<file path="config.mk">
export PLATFORM = sky130hd
export DESIGN_NAME = dmem_arbiter_flat
export DESIGN_NICKNAME = d
export VERILOG_FILES = /design/src/rtl/dmem_arbiter_if.sv /design/src/rtl/dmem_arbiter.sv /design/src/flat_wrapper.sv
export SDC_FILE = /design/constraint.sdc
export NUM_CORES = 1
export LEC_CHECK = 0
export BUFFER_PORTS_ARGS = -buffer_cell sky130_fd_sc_hd__buf_4
export CAP_MARGIN = 20
export CORE_AREA = 2 2 649 651
export CTS_BUF_LIST = sky130_fd_sc_hd__clkbuf_8
export CTS_CLUSTER_DIAMETER = 120
export CTS_CLUSTER_SIZE = 25
export DETAILED_ROUTE_END_ITERATION = 16
export DIE_AREA = 0 0 651 653
export MAX_ROUTING_LAYER = met4
export PLACE_DENSITY = 0.3
export RECOVER_POWER = 25
export SLEW_MARGIN = 20
export SYNTH_ARGS = -nofsm -noshare
export SYNTH_HDL_FRONTEND = slang
export SYNTH_SLANG_ARGS = --single-unit
</file>
<file path="constraint.sdc">
create_clock -name clk_i -period 2.1 [get_ports clk_i]
set_clock_uncertainty 0.1 [all_clocks]
set_input_delay 0.315 -clock clk_i [delete_from_list [all_inputs] [get_ports clk_i]]
set_output_delay 0.315 -clock clk_i [all_outputs]
set_load 0.01 [all_outputs]
</file>
<file path="src/rtl/dmem_arbiter_if.sv">
// Bus bundle between the two cache memory ports, the arbiter and Data_Memory.
// Signal suffixes are from the arbiter's point of view; the slave modport is the arbiter side.
interface dmem_arbiter_if #(
  parameter int ADDR_W = 32,
  parameter int DATA_W = 256
);
  logic              m0_enable_i;
  logic              m0_write_i;
  logic [ADDR_W-1:0] m0_addr_i;
  logic [DATA_W-1:0] m0_data_i;
  logic [DATA_W-1:0] m0_data_o;
  logic              m0_ack_o;

  logic              m1_enable_i;
  logic              m1_write_i;
  logic [ADDR_W-1:0] m1_addr_i;
  logic [DATA_W-1:0] m1_data_i;
  logic [DATA_W-1:0] m1_data_o;
  logic              m1_ack_o;

  logic              mem_enable_o;
  logic              mem_write_o;
  logic [ADDR_W-1:0] mem_addr_o;
  logic [DATA_W-1:0] mem_data_o;
  logic [DATA_W-1:0] mem_data_i;
  logic              mem_ack_i;

  modport slave (
    input  m0_enable_i, m0_write_i, m0_addr_i, m0_data_i,
    output m0_data_o, m0_ack_o,
    input  m1_enable_i, m1_write_i, m1_addr_i, m1_data_i,
    output m1_data_o, m1_ack_o,
    output mem_enable_o, mem_write_o, mem_addr_o, mem_data_o,
    input  mem_data_i, mem_ack_i
  );

  modport master (
    output m0_enable_i, m0_write_i, m0_addr_i, m0_data_i,
    input  m0_data_o, m0_ack_o,
    output m1_enable_i, m1_write_i, m1_addr_i, m1_data_i,
    input  m1_data_o, m1_ack_o,
    input  mem_enable_o, mem_write_o, mem_addr_o, mem_data_o,
    output mem_data_i, mem_ack_i
  );
endinterface

</file>
<file path="src/rtl/dmem_arbiter.sv">
// Two-master arbiter (ICache = m0, DCache = m1) for the single Data_Memory line port.
// One transaction per grant; round-robin or fixed priority; sticky watchdog on a silent memory.
module dmem_arbiter #(
  parameter bit RR          = 1'b1,
  parameter int TIMEOUT_CYC = 1024
) (
  input  logic           clk_i,
  input  logic           rst_i,
  dmem_arbiter_if.slave  bus,
  output logic           timeout_o
);

  localparam logic [0:0] IDLE = 1'b0;
  localparam logic [0:0] BUSY = 1'b1;

  localparam int              WD_W    = (TIMEOUT_CYC > 1) ? $clog2(TIMEOUT_CYC) : 1;
  localparam logic [WD_W-1:0] WD_LAST = (TIMEOUT_CYC > 0) ? WD_W'(TIMEOUT_CYC - 1) : '0;

  logic [0:0]      state_q, state_d;
  logic            grant_q, grant_d;
  logic            last_q, last_d;
  logic            timeout_q, timeout_d;
  logic [WD_W-1:0] wdog_q, wdog_d;

  logic busy;
  logic gnt_en;
  logic pick;

  assign busy   = (state_q == BUSY);
  assign gnt_en = grant_q ? bus.m1_enable_i : bus.m0_enable_i;
  // On a tie the master that did not go last wins under RR; otherwise ICache wins.
  assign pick   = (bus.m0_enable_i && bus.m1_enable_i) ? (RR ? ~last_q : 1'b0)
                                                       : bus.m1_enable_i;

  assign bus.mem_enable_o = busy & gnt_en;
  assign bus.mem_write_o  = busy & (grant_q ? bus.m1_write_i : bus.m0_write_i);
  assign bus.mem_addr_o   = busy ? (grant_q ? bus.m1_addr_i : bus.m0_addr_i) : '0;
  assign bus.mem_data_o   = busy ? (grant_q ? bus.m1_data_i : bus.m0_data_i) : '0;

  assign bus.m0_ack_o  = bus.mem_ack_i & busy & ~grant_q;
  assign bus.m1_ack_o  = bus.mem_ack_i & busy &  grant_q;
  assign bus.m0_data_o = bus.mem_data_i;
  assign bus.m1_data_o = bus.mem_data_i;
  assign timeout_o     = timeout_q;

  always_comb begin
    // NOTE: every _d gets a default first so no path leaves one unassigned and infers a latch.
    state_d   = state_q;
    grant_d   = grant_q;
    last_d    = last_q;
    wdog_d    = wdog_q;
    timeout_d = timeout_q;
    if (state_q == IDLE) begin
      if (bus.m0_enable_i || bus.m1_enable_i) begin
        state_d = BUSY;
        grant_d = pick;
        last_d  = pick;
        wdog_d  = '0;
      end
    end else if (bus.mem_ack_i) begin
      state_d = IDLE;
    end else begin
      // A granted master dropping its enable abandons the transaction without an ack.
      if (!gnt_en) state_d = IDLE;
      if (wdog_q != WD_LAST) wdog_d = wdog_q + WD_W'(1);
      if (TIMEOUT_CYC != 0 && wdog_q == WD_LAST) timeout_d = 1'b1;
    end
  end

  always_ff @(posedge clk_i or negedge rst_i) begin
    if (!rst_i) begin
      state_q   <= IDLE;
      grant_q   <= 1'b0;
      last_q    <= 1'b1;
      wdog_q    <= '0;
      timeout_q <= 1'b0;
    end else begin
      // NOTE: non-blocking so every register updates from the same pre-edge values.
      state_q   <= state_d;
      grant_q   <= grant_d;
      last_q    <= last_d;
      wdog_q    <= wdog_d;
      timeout_q <= timeout_d;
    end
  end

endmodule

</file>
<file path="src/flat_wrapper.sv">
// flat-port wrapper written by rule: the top's interface ports become plain ports
module dmem_arbiter_flat 
#(
  parameter bit RR          = 1'b1,
  parameter int TIMEOUT_CYC = 1024
)
  (clk_i, rst_i, timeout_o, bus_m0_enable_i, bus_m0_write_i, bus_m0_addr_i, bus_m0_data_i, bus_m0_data_o, bus_m0_ack_o, bus_m1_enable_i, bus_m1_write_i, bus_m1_addr_i, bus_m1_data_i, bus_m1_data_o, bus_m1_ack_o, bus_mem_enable_o, bus_mem_write_o, bus_mem_addr_o, bus_mem_data_o, bus_mem_data_i, bus_mem_ack_i);
  dmem_arbiter_if bus_i ();
  input  logic clk_i;
  input  logic rst_i;
  output logic timeout_o;
  input wire logic [$bits(bus_i.m0_enable_i)-1:0] bus_m0_enable_i;
  input wire logic [$bits(bus_i.m0_write_i)-1:0] bus_m0_write_i;
  input wire logic [$bits(bus_i.m0_addr_i)-1:0] bus_m0_addr_i;
  input wire logic [$bits(bus_i.m0_data_i)-1:0] bus_m0_data_i;
  output wire logic [$bits(bus_i.m0_data_o)-1:0] bus_m0_data_o;
  output wire logic [$bits(bus_i.m0_ack_o)-1:0] bus_m0_ack_o;
  input wire logic [$bits(bus_i.m1_enable_i)-1:0] bus_m1_enable_i;
  input wire logic [$bits(bus_i.m1_write_i)-1:0] bus_m1_write_i;
  input wire logic [$bits(bus_i.m1_addr_i)-1:0] bus_m1_addr_i;
  input wire logic [$bits(bus_i.m1_data_i)-1:0] bus_m1_data_i;
  output wire logic [$bits(bus_i.m1_data_o)-1:0] bus_m1_data_o;
  output wire logic [$bits(bus_i.m1_ack_o)-1:0] bus_m1_ack_o;
  output wire logic [$bits(bus_i.mem_enable_o)-1:0] bus_mem_enable_o;
  output wire logic [$bits(bus_i.mem_write_o)-1:0] bus_mem_write_o;
  output wire logic [$bits(bus_i.mem_addr_o)-1:0] bus_mem_addr_o;
  output wire logic [$bits(bus_i.mem_data_o)-1:0] bus_mem_data_o;
  input wire logic [$bits(bus_i.mem_data_i)-1:0] bus_mem_data_i;
  input wire logic [$bits(bus_i.mem_ack_i)-1:0] bus_mem_ack_i;
  assign bus_i.m0_enable_i = bus_m0_enable_i;
  assign bus_i.m0_write_i = bus_m0_write_i;
  assign bus_i.m0_addr_i = bus_m0_addr_i;
  assign bus_i.m0_data_i = bus_m0_data_i;
  assign bus_m0_data_o = bus_i.m0_data_o;
  assign bus_m0_ack_o = bus_i.m0_ack_o;
  assign bus_i.m1_enable_i = bus_m1_enable_i;
  assign bus_i.m1_write_i = bus_m1_write_i;
  assign bus_i.m1_addr_i = bus_m1_addr_i;
  assign bus_i.m1_data_i = bus_m1_data_i;
  assign bus_m1_data_o = bus_i.m1_data_o;
  assign bus_m1_ack_o = bus_i.m1_ack_o;
  assign bus_mem_enable_o = bus_i.mem_enable_o;
  assign bus_mem_write_o = bus_i.mem_write_o;
  assign bus_mem_addr_o = bus_i.mem_addr_o;
  assign bus_mem_data_o = bus_i.mem_data_o;
  assign bus_i.mem_data_i = bus_mem_data_i;
  assign bus_i.mem_ack_i = bus_mem_ack_i;
  dmem_arbiter #(.RR(RR), .TIMEOUT_CYC(TIMEOUT_CYC)) u_core (.clk_i(clk_i), .rst_i(rst_i), .bus(bus_i), .timeout_o(timeout_o));
endmodule
</file>
==> results, run 1 <==
- The run finished, with violations left.
- The final reports fail on setup timing.
- The weighted congestion at the end of routability-driven global placement is 1.00.
- Tracing the worst setup path back leads to its startpoint at u_core.grant_q.
- Among all flip-flop cells after synthesis, the most frequent one is sky130_fd_sc_hd__dfrtp_1.
- Summing the areas of all fa, ha and maj instances in the mapped netlist gives 0.141% of the synthesized area.
- Setup repair after global routing could not meet its margin everywhere.
- The cell count after synthesis is approximately 1.2k.
- Each instance of the synthesized netlist takes up on average 7.18 sq um.
- Clock-pin slew was measured on the worst setup and hold paths at roughly 70 ps.
- VDD sags by at most between 0.7 and 0.8 mV.
- For this run, design rule violations remaining after detail routing come to 0.
- Setup violations remaining at the end of the flow were counted as 291.
- The I/O pin total is about 1.6k.
- After global routing the overflow that remains totals 0.
- Summed over all nets, the switching power comes to around 0.014 W.
- The net count after synthesis is slightly above 2k.
- The final critical path takes up 122% of the cycle.
- The count of buffers added on input and output ports is 875.
- The clock network accounts for 1.1% of the total power.
- The maximum operating frequency is about 400 MHz.
- The cell at the root of the clock tree is sky130_fd_sc_hd__clkbuf_8.
- The number of routed nets with antenna violations is 0.
- The slew at the pin closest to its max-slew limit is between 700 and 800 ps.
- The async set or reset register ratio after synthesis is 100%.
- The final count of hold timing violations is 0.
- The register-to-register setup slack is between 200 and 250 ps.
- The ratio of routed vias to standard cells is roughly 1.7.
- The endpoint required time on the critical path is around 1700 ps.
- The portion of synthesized area spent on multiplexers is roughly 33%.
- The synthesis-to-finish area growth is 162%.
- The first global-routing pass estimated approximately 310000 um of wire.
- The routed wire length is 291000 um.
- The setup slack after placement is -678 ps.
- In this run the worst path has a maximum fanout of 6.
- The routed wire length per instance is between 40 and 50 um.
- The fraction of power consumed by sequential logic is under 10%.
- The origin of the critical flop-to-flop path is u_core.wdog_q[0].
- Yosys mapped a number of flops with a built-in enable equal to 0.
- The via count of the first global-routing pass came to roughly 12k.
- Counting the buffers created by CTS gives 3.
- Summing the areas of all compound-gate instances in the mapped netlist gives between 2 and 2.5% of the synthesized area.
- The total half-perimeter wirelength after legalization and detailed placement is about 270000 um.
- The worst-case setup margin in the final layout is -460 ps.
- The overall power is approximately 0.025 W.
- The die width is about 650 um.
- The mapped cell area is about 8900 sq um.
- The capture point of the critical path is bus_mem_data_o[191].
- Max-cap violations in this run came to 0.
- Cells with a size suffix above 1 make up around 74% of the layout.
- After the first detailed-routing iteration, the DRC count stood at 670.
- The final layout net count is around 2.5k.
- The CTS sink count is 14.
- The largest net degree at the start of global routing is 58.
- The critical path capture point type is an output port.
- The initial cell density of the core is under 10%.
- The netlist uses 33 different library cells.
- The sequential share of the synthesized area is between 3 and 4%.
- The TritonCTS clock tree is built.
- The total die area is roughly 430000 sq um.
- The first TritonRoute pass finished after 5 iterations.
- The height of the die is about 650 um.
- The number of antenna violations at the first check in global routing is about 180.
- In this run the critical register-to-register path is captured at u_core.wdog_q[1].
- After Yosys synthesis, XOR and XNOR cells account for 0% of the synthesized area.
- The clock passes through at most 2 buffers.
- The critical path is of the flop to output port type.
- The floorplan has around 240 rows.
- The path class of the tightest hold or removal check is primary input to flop.
- Net switching is 53.5% of the power.
- The clock period minus final worst setup slack is roughly 2600 ps.
- Measured on the finished design, the core utilization comes to 5.54%.
- The number of flip-flops and latches in the synthesized netlist is 14.
- The final route contains 12.1k vias.
- After synthesis, the largest family of logic cells by area is buffers and inverters.
- The cell count after placement is 7101.
- The leakage component of the power is between 8 and 9 nW.
- The share of total power in combinational logic is around 97%.
- The number of pins exceeding their max-slew limit in the final report was 0.
- The category of the worst setup path launch point is a flop.
- Data on the critical path arrives at its endpoint at between 2000 and 2500 ps.
- The area of the core is approximately 420000 sq um.
- In this run the tightest slew margin relative to its limit is a little under half.
- Internal power comes to about 0.012 W.
- For this design the ratio of total power to cell area is about 1100 nW/um^2.
- Of the total synthesized cell area, the portion taken by AND, OR, NAND and NOR gates is 13.9%.
- At the later pin of the worst-skew pair, clock insertion delay measures approximately 250 ps.
- The final instance count without filler cells is around 7.3k.
- The aggregate global-route resource usage is 13.3%.
- CTS built an H-tree with a depth of 1.
- The worst-case reg-to-reg path depth is 6.
- During synthesis, Yosys emitted a total of 0 warnings.
[cell families (layout without fill, tap and decap cells)]
group	count (synthesis)	in the layout
simple gates	317	317
compound gates	26	26
mux	291	291
flops	14	14
fa+ha+maj	1	1
buf+inv	584	1026
other cells	0	60
[area by class of cell]
cell class | count | area (sq um)
Antenna cell | 60 | 150
Clock buffer | 4 | 55.1
Fill cell | 49406 | 395000
Inverter | 5 | 45.0
Multi-Input combinational cell | 635 | 5990
Sequential cell | 14 | 357
Tap cell | 5520 | 6910
Timing Repair Buffer | 1016 | 9670
Timing Repair inverter | 1 | 8.76
[per-layer routing]
metal	vias up	global-route usage, %	wire length [um]
li1	4484	-	-
met1	5309	8.95	71600
met2	1889	23.5	147000
met3	425	13.0	61600
met4	0	3.24	10300
met5	-	-	0
[synth_stat cells (all sizes together), types with 2 or more instances]
master | number | share of area, %
nor4 | 2 | 0.14
o311ai | 2 | 0.20
nor2 | 292 | 12
inv | 4 | 0.17
a21oi | 3 | 0.17
o31ai | 4 | 0.40
o21ai | 7 | 0.40
nand2 | 9 | 0.38
dfrtp | 13 | 3.7
nand3 | 7 | 0.45
mux2i | 291 | 33
nand4 | 3 | 0.21
a21o | 2 | 0.17
clkbuf | 33 | 1.4
buf | 546 | 45
a31o | 2 | 0.20
[stage by stage]
step                      TNS, ps  instance area [sq um]  hold WS, ps
after floorplan                 0                   8860        -80.6
after global placement     -37960                  18800         88.1
final                      -65960                  23200          229
after CTS                  -70180                  21100          231
after detailed placement   -15200                  19200         90.3
after global routing       -83620                  23200          239
[sequential cells by signal (all words and copies together) (netlist names)]
| signal | flops |
|---|---|
| u_core.busy | 1 |
| u_core.grant_q | 1 |
| u_core.last_q | 1 |
| u_core.timeout_o | 1 |
| u_core.wdog_q | 10 |
[worst max-delay path: stages (launching register included)]
cell,delay [ps]
sky130_fd_sc_hd__dfrtp_4,510
sky130_fd_sc_hd__buf_12,140
sky130_fd_sc_hd__buf_16,140
sky130_fd_sc_hd__buf_16,160
sky130_fd_sc_hd__mux2i_4,620
sky130_fd_sc_hd__nor2_2,80
sky130_fd_sc_hd__buf_6,160
[cells in the final DEF (no fill, tap or decap), types with 6 or more instances in the layout]
cell type / count
sky130_fd_sc_hd__buf_4: 755
sky130_fd_sc_hd__nor2_1: 216
sky130_fd_sc_hd__mux2i_1: 159
sky130_fd_sc_hd__nand3_1: 6
sky130_fd_sc_hd__clkbuf_16: 15
sky130_fd_sc_hd__nor2_2: 50
sky130_fd_sc_hd__diode_2: 60
sky130_fd_sc_hd__buf_6: 155
sky130_fd_sc_hd__buf_8: 24
sky130_fd_sc_hd__buf_16: 23
sky130_fd_sc_hd__nand2_1: 9
sky130_fd_sc_hd__mux2i_2: 39
sky130_fd_sc_hd__mux2i_4: 93
sky130_fd_sc_hd__o21ai_0: 7
sky130_fd_sc_hd__nor2_4: 26
sky130_fd_sc_hd__dfrtp_1: 11
sky130_fd_sc_hd__buf_12: 42
[power by group through the flow]
stage | combinational [W] | clock, W | sequential (W)
finish | 0.0246 | 0.000273 | 0.000402
global route | 0.0259 | 0.000289 | 0.000411
global placement | 0.0174 | 0 | 0.000401
floorplan | 0.00685 | 0 | 0.000370
CTS | 0.0220 | 0.000273 | 0.000395
detailed placement | 0.0180 | 0 | 0.000405
[how the worst min path moves through the flow]
stage / start / cells after the start / to
floorplan: rst_i / 0 / u_core.busy
detailed placement: rst_i / 1 / u_core.timeout_o
finish: bus_mem_ack_i / 2 / u_core.busy
global placement: rst_i / 1 / u_core.timeout_o
CTS: bus_mem_ack_i / 2 / u_core.busy
global route: bus_mem_ack_i / 2 / u_core.busy
[what timing repair did]
action / 4_1_cts / 5_1_grt
hold buffers: 1 / 0
pin swaps: 19 / 60
gates resized for setup: 248 / 351
endpoints found under the setup margin: 253 / 293
hold endpoints to repair: 13 / 0
buffers inserted: 29 / 45
cloned: 15 / 18
No activity file was read; power rests on OpenSTA's default activity.
==> run 2, diff against run 1 <==
Settings changed: CTS_BUF_LIST sky130_fd_sc_hd__clkbuf_8 to sky130_fd_sc_hd__clkbuf_16, MAX_ROUTING_LAYER met4 to not set.
==> results, run 2 (same netlist as run 1, synthesis figures left out) <==
- The worst hold endpoint is u_core.busy (unchanged).
- The ratio of total power to cell area is 1080 nW/um^2 (was 1090 nW/um^2).
- The I/O pin total is 1644 (unchanged).
- The height of the die came to 653 um (unchanged).
- The total die area is 425000 sq um (unchanged).
- The global route total overflow is 0 (unchanged).
- The via count of the first global-routing pass was 11.8k (about the same).
- The maximum operating frequency came to 395 MHz (was 391 MHz).
- The number of flip-flops under the largest register name is 10 (unchanged).
- The first-pass iteration count of the detailed router is 5 (unchanged).
- The critical-path cell with the highest stage delay is sky130_fd_sc_hd__mux2i_4 (unchanged).
- The register-to-register setup slack is 250 ps (was 230 ps).
- The maximum clock path buffer count was 2 (unchanged).
- The number of pins exceeding their max-slew limit in the final report is 0 (unchanged).
- The worst hold path class is primary input to flop (unchanged).
- The largest net degree at the start of global routing came to 58 (unchanged).
- The highest fanout seen on the critical path is 6 (unchanged).
- The reported max-cap violation count was 0 (unchanged).
- The ratio of routed vias to standard cells is 1.68 (was 1.67).
- The count of routing violations after the opening detailed-route iteration came to 622 (was 670).
- The count of buffering cells on the critical path with inverters included is 4 (unchanged).
- The category of the worst setup path launch point is a flop (unchanged).
- The routed wire length per instance is 40.1 um (about the same).
- The worst supply voltage drop on vdd is 0.460 mV (was 0.706 mV).
- The final standard cell utilization of the core came to 5.46% (was 5.54%).
- Setup repair after global routing missed its margin: true (unchanged).
- The cell depth of the worst min-delay path was 2 (unchanged).
- Cells traversed along the worst timing path: buf_12 -> buf_16 -> buf_16 -> mux2i_4 -> nor2_2 -> buf_6 (unchanged).
- The floorplan row count is 238 (unchanged).
- The clock insertion delay at the later pin of the skew report is 250 ps (about the same).
- Result of the run: finished with violations (unchanged).
- The total half-perimeter wirelength after legalization and detailed placement is 271000 um (unchanged).
- The critical path capture point type is an output port (unchanged).
- The worst-case reg-to-reg path depth came to 6 (unchanged).
- The relative slew slack was 49.1% (was 47.6%).
- The slew at the pin closest to its max-slew limit came to 747 ps (was 769 ps).
- The weighted congestion at the end of routability-driven global placement is 0.985 (was 1.00).
- The kind of cell adding the most delay to the critical path is buffers and inverters (was multiplexers).
- The most frequent cell on the critical path is sky130_fd_sc_hd__buf_16 (unchanged).
- The layout cell share with drive strength beyond 1 is 73.1% (was 73.9%).
- Commonest non-fill, non-tap cells in the layout: sky130_fd_sc_hd__buf_4, sky130_fd_sc_hd__nor2_1, sky130_fd_sc_hd__mux2i_1 (unchanged).
- The cell at the root of the clock tree is sky130_fd_sc_hd__clkbuf_16 (was sky130_fd_sc_hd__clkbuf_8).
- Violations in the final reports: setup timing (unchanged).
- The worst reg2reg path endpoint is u_core.wdog_q[1] (unchanged).
- The setup slack after placement is -678 ps (unchanged).
- The classification of the worst setup path is flop to output port (unchanged).
- The worst-case setup margin in the final layout is -433 ps (was -460 ps).
- The total DRC errors in the routed layout is 0 (unchanged).
- The leakage component of the power was 8.15 nW (was 8.23 nW).
- The TritonCTS clock tree is built (unchanged).
- The area of the core was 418000 sq um (unchanged).
- The clock transition at the registers of the reported paths is 50 ps (was 70 ps).
- The top register by number of flip-flops is u_core.wdog_q (unchanged).
- The first-pass GRT wire length is 312000 um (about the same).
- The synthesis-to-finish area growth is 158% (was 162%).
- The final layout net count is 2509 (was 2516).
- The data arrival time of the worst path is 2120 ps (was 2140 ps).
- The initial cell density of the core was 2.12% (unchanged).
- The total of buffers placed on input and output ports is 875 (unchanged).
- The number of routed nets with antenna violations is 0 (unchanged).
- The clock period minus final worst setup slack is 2530 ps (was 2560 ps).
- The most common cell after layout, fill and taps aside is sky130_fd_sc_hd__buf_4 (unchanged).
- The critical hold path startpoint was bus_mem_ack_i (unchanged).
- The number of buffers created by CTS is 3 (unchanged).
- The routed wire length was 290000 um (was 291000 um).
- The final setup violation count is 291 (unchanged).
- The largest stage delay on the critical path is 600 ps (was 620 ps).
- The CTS sink count is 14 (unchanged).
- The endpoint required time on the critical path is 1680 ps (about the same).
- The post-route fraction of the period consumed by the critical path came to 121% (was 122%).
- The origin of the critical flop-to-flop path is u_core.wdog_q[0] (unchanged).
- The depth of the CTS H-tree is 1 (unchanged).
- The die width is 651 um (unchanged).
- The aggregate global-route resource usage is 12.9% (was 13.3%).
- The final count of hold timing violations came to 0 (unchanged).
- The number of antenna violations at the first check in global routing is 184 (was 182).
- The number of vias in the routed layout is 12.1k (about the same).
## run 2: final cells by class
type,instances,area [sq um]
Sequential cell,14,355
Multi-Input combinational cell,635,5890
Timing Repair Buffer,1010,9440
Clock buffer,3,75.1
Antenna cell,45,113
Inverter,5,45.0
Tap cell,5520,6910
Fill cell,49462,396000
Clock inverter,1,3.75
## run 2: how the worst max path moves through the flow
stage	from	endpoint	slack, ps	depth (start not counted)
detailed placement	u_core.grant_q	bus_mem_data_o[191]	-680	6
global placement	u_core.grant_q	bus_mem_data_o[103]	-1500	5
global route	u_core.grant_q	bus_mem_data_o[160]	-440	6
CTS	u_core.grant_q	bus_mem_data_o[190]	-490	6
finish	u_core.grant_q	bus_mem_data_o[191]	-430	6
floorplan	u_core.wdog_q[0]	u_core.wdog_q[9]	470	6
## run 2: power breakdown
group	leakage (nW)	switching, W	total (W)	internal [W]
combinational	7.92	0.0131	0.0239	0.0108
clock	0.0388	0.000117	0.000370	0.000252
sequential	0.184	0.0000650	0.000399	0.000334
## run 2: repair_timing
item                       in CTS  in global routing
gates resized for setup       240                296
buffers inserted               29                 36
hold buffers                    1                  0
hold endpoints to repair       13                  0
pin swaps                      16                 51
setup endpoints to repair     249                293
gates cloned                   14                 15
## run 2: through the flow
| step | hold WS [ps] | area (sq um) | cells | TNS, ps | power, W |
|---|---|---|---|---|---|
| floorplan | -80.6 | 8860 | 1233 | 0 | 0.00722 |
| detailed placement | 90.3 | 19200 | 7101 | -15200 | 0.0184 |
| CTS | 238 | 21100 | 7149 | -68640 | 0.0225 |
| global placement | 88.1 | 18800 | 7089 | -37960 | 0.0178 |
| global route | 253 | 22800 | 7220 | -78210 | 0.0260 |
| finish | 233 | 22800 | 7233 | -62640 | 0.0247 |
## run 2: per-layer routing
layer | global-route usage, % | up-vias | wire [um]
li1 | - | 4436 | -
met2 | 23.3 | 1862 | 145000
met4 | 3.63 | 92 | 11700
met1 | 8.74 | 5265 | 69300
met3 | 13.2 | 493 | 62500
met5 | 1.23 | - | 1210
## run 2: worst reg2reg max path, stage by stage, from the launching register on
cell and delay, ps:
sky130_fd_sc_hd__dfrtp_1 410, sky130_fd_sc_hd__ha_1 230, sky130_fd_sc_hd__nand3_2 190, sky130_fd_sc_hd__o31ai_4 420, sky130_fd_sc_hd__buf_4 210, sky130_fd_sc_hd__nand3_1 80
sky130_fd_sc_hd__o21ai_0 110
==> run 3, diff against run 2 <==
Settings changed: CTS_BUF_LIST sky130_fd_sc_hd__clkbuf_16 to not set.
==> results, run 3 (same netlist as run 1, synthesis figures left out) <==
- The depth of the CTS H-tree was 1 (unchanged).
- The post-route fraction of the period consumed by the critical path is 121% (about the same).
- The first-pass GRT wire length is 312000 um (unchanged).
- The net switching fraction of the power came to 53.8% (was 53.9%).
- The clock group share of total power is 1.7% (was 1.5%).
- The switching power came to 0.0133 W (about the same).
- The critical-path cell with the highest stage delay is sky130_fd_sc_hd__mux2i_4 (unchanged).
- The number of flip-flops under the largest register name is 10 (unchanged).
- The area of the core is 418000 sq um (unchanged).
- The routed wire length per instance came to 40.1 um (about the same).
- The reported max-cap violation count was 0 (unchanged).
- Commonest non-fill, non-tap cells in the layout: sky130_fd_sc_hd__buf_4, sky130_fd_sc_hd__nor2_1, sky130_fd_sc_hd__mux2i_1 (unchanged).
- The most common cell after layout, fill and taps aside is sky130_fd_sc_hd__buf_4 (unchanged).
- The CTS sink count is 14 (unchanged).
- The most frequent cell on the critical path is sky130_fd_sc_hd__buf_16 (unchanged).
- The final layout net count came to 2509 (unchanged).
- The maximum operating frequency came to 395 MHz (about the same).
- The classification of the worst setup path is flop to output port (unchanged).
- The number of buffers created by CTS was 3 (unchanged).
- The final count of hold timing violations is 0 (unchanged).
- The total negative setup slack is -62650 ps (was -62640 ps).
- The slew at the pin closest to its max-slew limit is 747 ps (unchanged).
- The total of buffers placed on input and output ports is 875 (unchanged).
- The share of total power in combinational logic is 96.7% (was 96.9%).
- The total half-perimeter wirelength after legalization and detailed placement is 271000 um (unchanged).
- The total DRC errors in the routed layout came to 0 (unchanged).
- The via count of the first global-routing pass is 11.8k (unchanged).
- The TritonCTS clock tree was built (unchanged).
- The number of pins exceeding their max-slew limit in the final report is 0 (unchanged).
- The aggregate global-route resource usage is 12.9% (unchanged).
- The clock transition at the registers of the reported paths came to 50 ps (about the same).
- The register-to-register setup slack is 240 ps (was 250 ps).
- The endpoint required time on the critical path came to 1680 ps (about the same).
- The largest stage delay on the critical path is 600 ps (about the same).
- The ratio of total power to cell area came to 1080 nW/um^2 (about the same).
- The leakage component of the power is 8.15 nW (about the same).
- The initial cell density of the core is 2.12% (unchanged).
- The cell at the root of the clock tree is sky130_fd_sc_hd__clkbuf_16 (unchanged).
- The maximum clock path buffer count is 2 (unchanged).
- The routed wire length is 290000 um (about the same).
- The worst-case setup margin in the final layout is -433 ps (about the same).
- The cell area after placement is 19200 sq um (unchanged).
- The internal cell power is 0.0114 W (about the same).
- The fraction of power consumed by sequential logic is 1.6% (about the same).
- Setup repair after global routing missed its margin: true (unchanged).
- The area of all placed cells without fillers came to 22800 sq um (about the same).
- The data arrival time of the worst path is 2120 ps (about the same).
- Cells traversed along the worst timing path: buf_12 -> buf_16 -> buf_16 -> mux2i_4 -> nor2_2 -> buf_6 (unchanged).
- The layout cell share with drive strength beyond 1 is 73.1% (about the same).
- The relative slew slack is 49.1% (unchanged).
- The floorplan row count is 238 (unchanged).
- The largest net degree at the start of global routing is 58 (unchanged).
- The category of the worst setup path launch point is a flop (unchanged).
- The critical path capture point type is an output port (unchanged).
- The ratio of routed vias to standard cells came to 1.68 (about the same).
- The total die area is 425000 sq um (unchanged).
- The count of routing violations after the opening detailed-route iteration is 625 (was 622).
- Violations in the final reports: setup timing (unchanged).
- The number of antenna violations at the first check in global routing is 184 (unchanged).
- The worst supply voltage drop on vdd came to 0.460 mV (unchanged).
- The height of the die was 653 um (unchanged).
- The clock insertion delay at the later pin of the skew report is 250 ps (about the same).
- The number of vias in the routed layout is 12.1k (about the same).
- The worst hold path class is primary input to flop (unchanged).
- The synthesis-to-finish area growth is 158% (about the same).
- The I/O pin total is 1644 (unchanged).
- The weighted congestion at the end of routability-driven global placement is 0.985 (unchanged).
- The clock period minus final worst setup slack is 2530 ps (about the same).
- The first-pass iteration count of the detailed router is 5 (unchanged).
- The final setup violation count came to 291 (unchanged).
- The number of routed nets with antenna violations was 0 (unchanged).
- The die width is 651 um (unchanged).
- The highest fanout seen on the critical path is 6 (unchanged).
- The final standard cell utilization of the core is 5.46% (about the same).
- The global route total overflow is 0 (unchanged).
- Result of the run: finished with violations (unchanged).
- The top register by number of flip-flops was u_core.wdog_q (unchanged).
==> run 3: area by class of cell <==
| class | count | area [sq um] |
|---|---|---|
| fill | 49462 | 396000 |
| timing repair buffer | 1010 | 9440 |
| tap | 5520 | 6910 |
| multi-input combinational | 635 | 5890 |
| sequential | 14 | 355 |
| antenna | 45 | 113 |
| clock buffer | 4 | 88.8 |
| inverter | 5 | 45.0 |
==> run 3: worst max-delay path: cells and delay by family (launching register included) <==
family,cells,cell delay (ps)
buffers and inverters,4,600
multiplexers,1,600
flip-flops,1,500
AND/OR/NAND/NOR,1,80
==> run 3: layer usage <==
| layer | GRT usage (%) | share of wire [%] | up-vias |
|---|---|---|---|
| li1 | - | - | 4437 |
| met1 | 8.74 | 24 | 5261 |
| met2 | 23.3 | 50 | 1862 |
| met3 | 13.2 | 22 | 495 |
| met4 | 3.63 | 4.1 | 92 |
| met5 | 1.23 | 0.42 | - |
==> run 3: what timing repair did <==
action,4_1_cts,5_1_grt
gates cloned,14,15
resized for setup,240,296
pin swaps,16,51
hold buffers,1,0
setup buffers,29,36
setup endpoints to repair,249,293
hold endpoints to repair,13,0
==> run 3: worst paths after layout <==
check,end,depth (start not counted),startpoint
hold / removal,u_core.busy,2,bus_mem_ack_i
setup / recovery,bus_mem_data_o[191],6,u_core.grant_q
max in group asynchronous,u_core.last_q,2,rst_i
hold reg to reg,u_core.timeout_o,1,u_core.timeout_o
min in group asynchronous,u_core.wdog_q[9],2,rst_i
setup reg to reg,u_core.wdog_q[1],6,u_core.wdog_q[0]
==> run 3: power groups by stage <==
stage / clock network, W / logic, W / registers (W)
after floorplan: 0 / 0.00685 / 0.000370
after global placement: 0 / 0.0174 / 0.000401
after detailed placement: 0 / 0.0180 / 0.000405
after CTS: 0.000407 / 0.0218 / 0.000396
after global routing: 0.000421 / 0.0252 / 0.000409
final: 0.000409 / 0.0239 / 0.000399
==> run 3: per-stage QoR <==
step                      hold slack, ps  worst slack (ps)  std cells  total power, W
after floorplan                    -80.6               473       1233         0.00722
after global placement              88.1             -1500       7089          0.0178
after detailed placement            90.3              -678       7101          0.0184
after CTS                            239              -486       7149          0.0226
after global routing                 251              -440       7220          0.0261
final                                231              -433       7233          0.0247
